## config.mk

```make
export PLATFORM = sky130hd
export DESIGN_NAME = seg7_scan_decoder
export DESIGN_NICKNAME = d
export VERILOG_FILES = /design/src/rtl/seg7_scan_decoder.sv
export SDC_FILE = /design/constraint.sdc
export NUM_CORES = 1
export LEC_CHECK = 0
export CAP_MARGIN = 20
export CORE_MARGIN = 1
export CORE_UTILIZATION = 55
export DETAILED_ROUTE_END_ITERATION = 7
export PLACE_DENSITY = 0.88
export SETUP_SLACK_MARGIN = 0.2
export SYNTH_ARGS = -nofsm -noshare
export SYNTH_HDL_FRONTEND = slang
export SYNTH_SLANG_ARGS = --single-unit
```

## constraint.sdc

```tcl
create_clock -name clk -period 4.7 [get_ports clk]
set_input_delay 0.47 -clock clk [delete_from_list [all_inputs] [get_ports clk]]
set_output_delay 0.47 -clock clk [all_outputs]
set_load 0.03 [all_outputs]
```

## src/rtl/seg7_scan_decoder.sv

```systemverilog
// -----------------------------------------------------------------------------
// seg7_scan_decoder
//
// Watches a multiplexed 4-digit 7-segment display bus (segment pattern plus a
// one-hot digit select) and reconstructs the displayed number as four BCD
// nibbles. Each {dig_sel, seg} pair must be held for STABLE_CYCLES edges
// before it is sampled, which filters out scan transitions and ghosting.
// Digits are accepted strictly in order 0,1,2,3; a complete frame is published
// atomically. Out-of-order digits or malformed selects abort the frame.
//
// Ports
//   clk         in   system clock, rising edge
//   rst_n       in   asynchronous active-low reset
//   seg[6:0]    in   segment pattern, seg[6]=a ... seg[0]=g, active-high
//   dig_sel[3:0] in  one-hot digit enable, 4'b0000 = blanking
//   bcd_out[15:0] out last complete frame, digit 3 in [15:12] ... digit 0 in [3:0]
//   seg_err[3:0] out per-digit illegal-pattern flags for the last frame
//   frame_valid out  one-cycle pulse when bcd_out/seg_err are updated
//   sel_err     out  one-cycle pulse, sampled dig_sel was not one-hot
//   seq_err     out  one-cycle pulse, digit sampled out of order
// -----------------------------------------------------------------------------
module seg7_scan_decoder #(
  parameter int STABLE_CYCLES = 4
) (
  input  logic        clk,
  input  logic        rst_n,
  input  logic [6:0]  seg,
  input  logic [3:0]  dig_sel,
  output logic [15:0] bcd_out,
  output logic [3:0]  seg_err,
  output logic        frame_valid,
  output logic        sel_err,
  output logic        seq_err
);

  typedef enum logic [1:0] {
    HUNT    = 2'd0,
    COLLECT = 2'd1,
    PUBLISH = 2'd2
  } state_t;

  localparam logic [3:0] CNT_MAX  = 4'(STABLE_CYCLES);
  localparam logic [3:0] CNT_LAST = 4'(STABLE_CYCLES - 1);

  // Segment pattern -> {illegal, nibble}; illegal patterns map to 4'hF.
  function automatic logic [4:0] seg_decode(input logic [6:0] s);
    logic [4:0] r;
    case (s)
      7'b1111110: r = 5'h00;
      7'b0110000: r = 5'h01;
      7'b1101101: r = 5'h02;
      7'b1111001: r = 5'h03;
      7'b0110011: r = 5'h04;
      7'b1011011: r = 5'h05;
      7'b1011111: r = 5'h06;
      7'b1110000: r = 5'h07;
      7'b1111111: r = 5'h08;
      7'b1111011: r = 5'h09;
      default:    r = 5'h1F;
    endcase
    return r;
  endfunction

  function automatic logic is_onehot(input logic [3:0] s);
    return (s != 4'd0) && ((s & (s - 4'd1)) == 4'd0);
  endfunction

  function automatic logic [1:0] onehot_idx(input logic [3:0] s);
    logic [1:0] r;
    case (s)
      4'b0010: r = 2'd1;
      4'b0100: r = 2'd2;
      4'b1000: r = 2'd3;
      default: r = 2'd0;
    endcase
    return r;
  endfunction

  // ---- stage p0: input register and stability counter ----
  logic [10:0] in_p0;
  logic [3:0]  cnt_p0;
  logic        changed;
  logic        strobe;

  assign changed = ({dig_sel, seg} != in_p0);
  // Fires on the single edge where the counter reaches STABLE_CYCLES; once
  // saturated it stays quiet until the pair changes.
  assign strobe  = !changed && (cnt_p0 == CNT_LAST);

  always_ff @(posedge clk or negedge rst_n) begin
    if (!rst_n) begin
      in_p0  <= '0;
      cnt_p0 <= '0;
    end else begin
      in_p0 <= {dig_sel, seg};
      if (changed)
        cnt_p0 <= '0;
      else if (cnt_p0 < CNT_MAX)
        cnt_p0 <= cnt_p0 + 4'd1;
    end
  end

  // Sampled pair is taken from the register; it equals the live input
  // whenever strobe is high.
  logic [3:0] smp_sel;
  logic [4:0] smp_dec;
  logic [1:0] smp_idx;
  logic       smp_ok;
  logic       smp_bad;

  assign smp_sel = in_p0[10:7];
  assign smp_dec = seg_decode(in_p0[6:0]);
  assign smp_idx = onehot_idx(smp_sel);
  assign smp_ok  = strobe && is_onehot(smp_sel);
  assign smp_bad = strobe && (smp_sel != 4'd0) && !is_onehot(smp_sel);

  // ---- stage p1: frame assembly FSM and published outputs ----
  state_t     state;
  logic [1:0] exp_idx;
  logic [15:0] dbuf;
  logic [3:0]  ebuf;
  logic        store_en;

  always_comb begin
    store_en = 1'b0;
    if (smp_ok) begin
      if (state == HUNT)
        store_en = (smp_idx == 2'd0);
      else if (state == COLLECT)
        store_en = (smp_idx == 2'd0) || (smp_idx == exp_idx);
    end
  end

  // Partial-frame buffer is never visible; stale slots are always rewritten
  // before a publish, so it carries no reset.
  always_ff @(posedge clk) begin
    if (store_en) begin
      dbuf[{smp_idx, 2'b00} +: 4] <= smp_dec[3:0];
      ebuf[smp_idx]               <= smp_dec[4];
    end
  end

  always_ff @(posedge clk or negedge rst_n) begin
    if (!rst_n) begin
      state       <= HUNT;
      exp_idx     <= 2'd0;
      bcd_out     <= 16'h0000;
      seg_err     <= 4'b0000;
      frame_valid <= 1'b0;
      sel_err     <= 1'b0;
      seq_err     <= 1'b0;
    end else begin
      frame_valid <= 1'b0;
      sel_err     <= 1'b0;
      seq_err     <= 1'b0;
      case (state)
        HUNT: begin
          if (smp_bad) begin
            sel_err <= 1'b1;
          end else if (smp_ok && smp_idx == 2'd0) begin
            exp_idx <= 2'd1;
            state   <= COLLECT;
          end
        end
        COLLECT: begin
          if (smp_bad) begin
            sel_err <= 1'b1;
            exp_idx <= 2'd0;
            state   <= HUNT;
          end else if (smp_ok) begin
            if (smp_idx == 2'd0) begin
              // Resync on a fresh digit 0 without flagging an error.
              exp_idx <= 2'd1;
            end else if (smp_idx == exp_idx) begin
              if (smp_idx == 2'd3) begin
                // Digit 3 goes straight to the outputs alongside the buffer.
                bcd_out     <= {smp_dec[3:0], dbuf[11:0]};
                seg_err     <= {smp_dec[4], ebuf[2:0]};
                frame_valid <= 1'b1;
                exp_idx     <= 2'd0;
                state       <= PUBLISH;
              end else begin
                exp_idx <= exp_idx + 2'd1;
              end
            end else begin
              seq_err <= 1'b1;
              exp_idx <= 2'd0;
              state   <= HUNT;
            end
          end
        end
        PUBLISH: begin
          state <= HUNT;
        end
        default: begin
          exp_idx <= 2'd0;
          state   <= HUNT;
        end
      endcase
    end
  end

endmodule

```

==> out/metrics.csv, run 1 <==
stage;metric;value;unit
run_status;status;complete, no violations;
synthesis;largest family of logic cells by synthesized area;simple AND/OR/NAND/NOR gates;
die;Die W;75.0;um
route;First-pass DRT Iterations;5;
placed_design;RD Place Congestion;0.908;
route;Detail Route Antenna Nets;0;
synthesis;FFs w/ async S/R, synth;73.7;%
route;routed wire length;4960;um
clocking;Worst-Skew Late Latency;0.34;ns
synthesis;syn_area_per_cell;12.0;um2
synthesis;Synth Flop Type;dfrtp_1;
grt;initial antenna violation count;0;
clocking;Clock transition at path regs;0.07;ns
grt;first-pass GRT wire length;8270;um
timing;fin crit share;60.8;%
final_layout;commonest non-fill, non-tap cell in the layout;dfrtp_1;
synthesis;largest cells by area after synthesis;dfrtp_1, edfxtp_1, mux2_4;
die;Ports;36;
synthesis;Yosys top cell area share;35.9;%
pwr;Leakage;1.47;nW
timing;Final Hold Violating Endpoints;0;
route;Initial DRC Count;57;
critical_path;worst path arrival time;3.07;ns
synthesis;post-synth net total;261;
timing;Max Fclk;350;MHz
clocking;H-tree Lvls;3;
clocking;post-cts sizing count;0;
pwr;IR drop worst, VDD;0.000206;V
timing;Setup violations, final;0;
critical_path;WP data required;4.91;ns
flow_run;Max-Cap Viols;0;
synthesis;area leader, netlist;dfrtp_1;
clocking;setup bufs post-CTS;0;
die;core area;5110;um2
timing;Relative slew margins;33.6;%
critical_path;reg-to-reg slack, setup;1.84;ns
placed_design;dpl hpwl;3710;um
synthesis;post-synthesis compound-gate area fraction;9.36;%
critical_path;Crit Path Class;flop to flop;
critical_path;Critical Path End Type;flop;
timing;Max Slew Vio Count;0;
synthesis;Mapped Cells;243;
placed_design;DP Area;3230;um2
die;site row count;26;
clocking;TritonCTS clock tree;done;
timing;setup TNS;0;ns
final_layout;share of layout cells above drive strength 1;17.2;%
final_layout;commonest cells after routing, fill and taps aside;dfrtp_1, clkdlybuf4s50_1, nor2_1;
final_layout;synth-to-layout area growth;17.1;%
timing;Slew @ Worst Pin;0.983;ns
synthesis;Post-synth EDFFs;15;
placed_design;DP Worst Slack;1.53;ns
grt;Tot GR Track Use;20.6;%
synthesis;Netlist cell types;56;
critical_path;FF-to-FF End;bcd_out[1];
critical_path;largest fanout on the critical path;20;
synthesis;Yosys reg bits;57;
critical_path;worst r2r src;in_p0[10];
route;vias post-DR;1914;
placed_design;PortBufs;35;
synthesis;Synth Area in Simple Gates;16.2;%
critical_path;R2R depth;6;
route;drt via density;5.48;
synthesis;yosys warns;0;
grt;vias in the first global route;1824;
grt;pin count of the biggest net entering global routing;43;
synthesis;xor/xnor share of the synthesized area;5.26;%
grt;GRT overflow;0;
route;post-DR wirelength/cell;14.2;um
critical_path;Setup crit start kind;flop;
synthesis;Mapped Area;2930;um2
worst_hold_path;Hold Path Class;input port to async pin;
die;initial core utilization;57.3;%
clocking;Root Driver;clkbuf_8;
clocking;clk buf depth;2;
synthesis;Post-Synth Adder-Cell Area;2.14;%
final_layout;final net count;292;
timing;final setup margin;1.84;ns
pwr;Pwr Density;304;nW/um2
final_layout;n_diodes;0;
synthesis;post-synthesis sequential area ratio;51.3;%
timing;worst clock skew;0.0102;ns
timing;Tmin final;2.86;ns
route;DRC Markers;0;
die;die area;5620;um2
clocking;hold buffer count at CTS;0;
synthesis;share of synthesized area spent on multiplexers;9.91;%
clocking;clock sinks;57;
timing;RSZ-0062 raised after global routing;no;
clocking;CTS Buf Count;9;
final_layout;Design Area, Final;3430;um2
die;die extent in y;75.0;um
[worst max-delay path by stage]
stage | start | endpoint
2_1_floorplan | in_p0[8] | dbuf[10]
3_3_place_gp | seg[0] | dbuf[10]
3_5_place_dp | seg[6] | ebuf[1]
4_1_cts | in_p0[10] | bcd_out[1]
5_1_grt | seg[6] | dbuf[6]
6_report | in_p0[10] | bcd_out[1]
[cells in the mapped netlist (all sizes together), types with 2 or more instances]
cell	count
a41oi	2
xor2	2
nand3b	2
o21ai	7
nor2	21
edfxtp	15
nand2b	2
a21oi	10
mux2i	5
buf	13
o22ai	2
nor3b	2
nand2	15
dfrtp	42
xnor2	13
a31oi	4
and3	3
clkbuf	2
or3	2
a311oi	2
nand4	9
nor4b	3
inv	12
ha	5
mux2	16
nor3	7
and4	3
nand3	4
[per-stage QoR]
stage               util (%)  hold slack, ns  power (mW)  cells
floorplan                  -           0.174       0.587    243
finish                  67.1           0.259        1.04    349
global route            67.1           0.334        1.08    349
CTS                     67.1           0.284        1.05    349
detailed placement      63.3           0.470       0.609    333
global placement        63.3           0.462       0.606    333
[cell families (layout without fill, tap and decap cells)]
family / after synthesis / in the layout
and+or+nand+nor: 81 / 81
DFF: 57 / 57
AOI/OAI and AO/OA: 37 / 37
buffers and inverters: 27 / 63
muxes: 21 / 21
xor gates and xnor gates: 15 / 15
adders and majority gates: 5 / 5
[registers in the layout (all words and copies together), names as in the netlist]
signal	count
bcd_out	16
dbuf	12
in_p0	11
cnt_p0	4
seg_err	4
ebuf	3
exp_idx	2
state	2
frame_valid	1
sel_err	1
seq_err	1
[metal layers]
| metal | global-route usage (%) | part of all wire [%] | vias to the layer above |
|---|---|---|---|
| met3 | 6.29 | 4.5 | 16 |
| met4 | 11.5 | 2.9 | 0 |
| met5 | 0 | 0 | - |
| li1 | - | - | 941 |
| met1 | 24.2 | 43 | 894 |
| met2 | 33.6 | 50 | 63 |
[power breakdown]
group / internal, mW / switching (mW)
logic: 0.0323 / 0.0393
registers: 0.514 / 0.0132
clock network: 0.244 / 0.198
[critical path: stages, from the launching register on]
cell	delay, ns
dfrtp_1	0.52
xnor2_1	0.18
or3_1	0.41
ha_1	0.36
nor2_1	0.33
nand4_4	0.48
mux2_4	0.46
[final cells by class]
| cell class | count | area (um2) |
|---|---|---|
| Fill cell | 385 | 1680 |
| Timing Repair Buffer | 35 | 345 |
| Inverter | 12 | 45.0 |
| Tap cell | 70 | 87.6 |
| Clock inverter | 7 | 70.1 |
| Sequential cell | 57 | 1500 |
| Clock buffer | 9 | 124 |
| Multi-Input combinational cell | 159 | 1250 |
(Power assumes the default switching activity.)
==> run 2, diff against run 1 <==
Clock period 4.7 ns to 2.7 ns, I/O delays scaled along.
==> out/metrics.csv, run 2 (synthesized netlist as in run 1, its figures left out) <==
stage;metric;value;unit;change
run_status;status;complete, no violations;;
route;Detail Route Antenna Nets;0;;unchanged
critical_path;CP Cell Sequence;xnor2_1, or3_1, ha_1, nor2_2, nand4_4, buf_4, mux2_4;;
clocking;CTS Buf Count;9;;unchanged
route;drt via density;5.49;;+0.11%
critical_path;Crit path depth;7;;+1
critical_path;worst path arrival time;2.59;ns;-0.48 ns
pwr;Clk pwr share;45.4;%;+2.9 points
critical_path;FF-to-FF End;bcd_out[0];;
final_layout;commonest cells after routing, fill and taps aside;dfrtp_1, clkdlybuf4s50_1, nor2_1;;
placed_design;dpl hpwl;3720;um;+0.29%
placed_design;PortBufs;35;;unchanged
critical_path;Critical Path End Type;flop;;
route;DRC Markers;0;;unchanged
die;Die W;75.0;um;unchanged
clocking;setup bufs post-CTS;0;;unchanged
die;die area;5620;um2;unchanged
timing;RSZ-0062 raised after global routing;no;;
grt;GRT overflow;0;;unchanged
timing;fin crit share;87.7;%;+27 points
final_layout;commonest non-fill, non-tap cell in the layout;dfrtp_1;;
route;Initial DRC Count;85;;+49%
final_layout;max FFs per register;16;;unchanged
route;vias post-DR;1960;;+2.4%
critical_path;largest fanout on the critical path;20;;unchanged
grt;pin count of the biggest net entering global routing;43;;unchanged
final_layout;final core occ;68.8;%;+1.7 points
critical_path;worst path bufs/invs;1;;+1
final_layout;largest registers;bcd_out (16), dbuf (12), in_p0 (11);;
timing;Tmin final;2.37;ns;-0.489 ns
critical_path;reg-to-reg slack, setup;0.33;ns;-1.51 ns
pwr;IR drop worst, VDD;0.000334;V;+62%
timing;Final Hold Violating Endpoints;0;;unchanged
critical_path;slowest stage cell, crit path;dfrtp_1;;
clocking;Worst-Skew Late Latency;0.34;ns;about the same
pwr;part of the power in registers;47.5;%;-3.2 points
timing;Relative slew margins;39.6;%;+6.0 points
placed_design;RD Place Congestion;0.834;;-8.1%
grt;vias in the first global route;1849;;+1.4%
pwr;Sw Share;23.6;%;-0.50 points
flow_run;Max-Cap Viols;0;;unchanged
critical_path;Crit Path Class;flop to flop;;
final_layout;multi-input combinational cell area;1260;um2;+0.20%
die;site row count;26;;unchanged
grt;initial antenna violation count;0;;unchanged
die;Ports;36;;unchanged
die;initial core utilization;57.3;%;unchanged
grt;Tot GR Track Use;21.2;%;+0.65 points
critical_path;Setup crit start kind;flop;;
pwr;Gate power share;7.1;%;+0.2 points
critical_path;WP data required;2.92;ns;-1.99 ns
clocking;Clock transition at path regs;0.07;ns;about the same
pwr;Sw Pwr;0.454;mW;+81%
final_layout;final net count;300;;+2.7%
timing;Max Slew Vio Count;0;;unchanged
route;post-DR wirelength/cell;14.7;um;+3.6%
worst_hold_path;Hold Path Class;input port to async pin;;
pwr;Internal;1.47;mW;+86%
critical_path;Worst Setup SP;in_p0[8];;
grt;first-pass GRT wire length;8530;um;+3.1%
timing;worst clock skew;0.00687;ns;-0.00337 ns
die;die extent in y;75.0;um;unchanged
pwr;Pwr Density;548;nW/um2;+80%
timing;Setup violations, final;0;;unchanged
critical_path;largest stage delay on the critical path;0.48;ns;-0.04 ns
final_layout;n_diodes;0;;unchanged
route;First-pass DRT Iterations;4;;-1
timing;setup TNS;0;ns;unchanged
final_layout;synth-to-layout area growth;20.1;%;
die;core area;5110;um2;unchanged
clocking;clock sinks;57;;unchanged
final_layout;share of layout cells above drive strength 1;20.2;%;+3.0 points
final_layout;Biggest register;bcd_out;;
critical_path;worst setup path endpoint;bcd_out[0];;
route;routed wire length;5250;um;+5.9%
clocking;clk buf depth;2;;unchanged
final_layout;number of fill cells;372;;-3.4%
final_layout;FF/Latch Area;1500;um2;about the same
timing;Max Fclk;422;MHz;+21%
timing;Slew @ Worst Pin;0.906;ns;-0.0763 ns
clocking;Root Driver;clkbuf_8;;
critical_path;R2R depth;7;;+1
critical_path;worst r2r src;in_p0[8];;
clocking;TritonCTS clock tree;done;;
pwr;Leakage;1.51;nW;+2.6%
clocking;H-tree Lvls;3;;unchanged
critical_path;crit-path leading delay family;simple AND/OR/NAND/NOR gates;;
run 2: changes by cell type in the layout (fill, tap and decap cells not counted), sizes merged:
| cell | previous run | this run |
|---|---|---|
| buf | 1 | 9 |
| clkinvlp | 1 | 4 |
| clkinv | 4 | 1 |
| inv | 13 | 12 |
| bufinv | 1 | 2 |
run 2: how the worst min path moves through the flow:
| stage | depth (start not counted) | slack, ns | to | start |
|---|---|---|---|---|
| floorplan | 0 | -0.03 | bcd_out[0] | rst_n |
| global placement | 1 | 0.44 | bcd_out[10] | rst_n |
| detailed placement | 1 | 0.45 | bcd_out[11] | rst_n |
| CTS | 1 | 0.08 | in_p0[1] | rst_n |
| global route | 1 | 0.13 | state[0] | rst_n |
| finish | 1 | 0.06 | bcd_out[11] | rst_n |
run 2: area by class of cell:
type | instances | share of cell area, %
Clock buffer | 9 | 3.52
Clock inverter | 7 | 2.70
Sequential cell | 57 | 42.7
Timing Repair Buffer | 43 | 11.5
Multi-Input combinational cell | 159 | 35.7
Inverter | 12 | 1.28
Tap cell | 70 | 2.49
run 2: routing by layer:
layer	GRT usage (%)	routed length (um)
met4	10.3	60
met5	0	0
met3	7.23	220
met2	34.9	2650
met1	25.0	2320
run 2: power groups by stage:
stage | Clock (mW) | Combinational (mW) | Sequential, mW
finish | 0.874 | 0.136 | 0.915
global placement | 0 | 0.130 | 0.931
CTS | 0.895 | 0.136 | 0.914
floorplan | 0 | 0.107 | 0.915
global route | 0.931 | 0.149 | 0.917
detailed placement | 0 | 0.134 | 0.931
run 2: per-stage QoR:
| step | instance area [um2] | power, mW | cells | setup slack [ns] | hold WS, ns |
|---|---|---|---|---|---|
| detailed placement | 3290 | 1.07 | 341 | 0.194 | 0.449 |
| CTS | 3510 | 1.95 | 357 | 0.256 | 0.0796 |
| global route | 3520 | 2.00 | 357 | 0.218 | 0.131 |
| global placement | 3290 | 1.06 | 341 | 0.276 | 0.438 |
| floorplan | 2930 | 1.02 | 243 | 0.228 | -0.0256 |
| finish | 3520 | 1.93 | 357 | 0.332 | 0.0638 |
run 2: repair_timing:
action	4_1_cts	5_1_grt
setup endpoints to repair	0	26
gates resized for setup	0	2
hold buffers	0	0
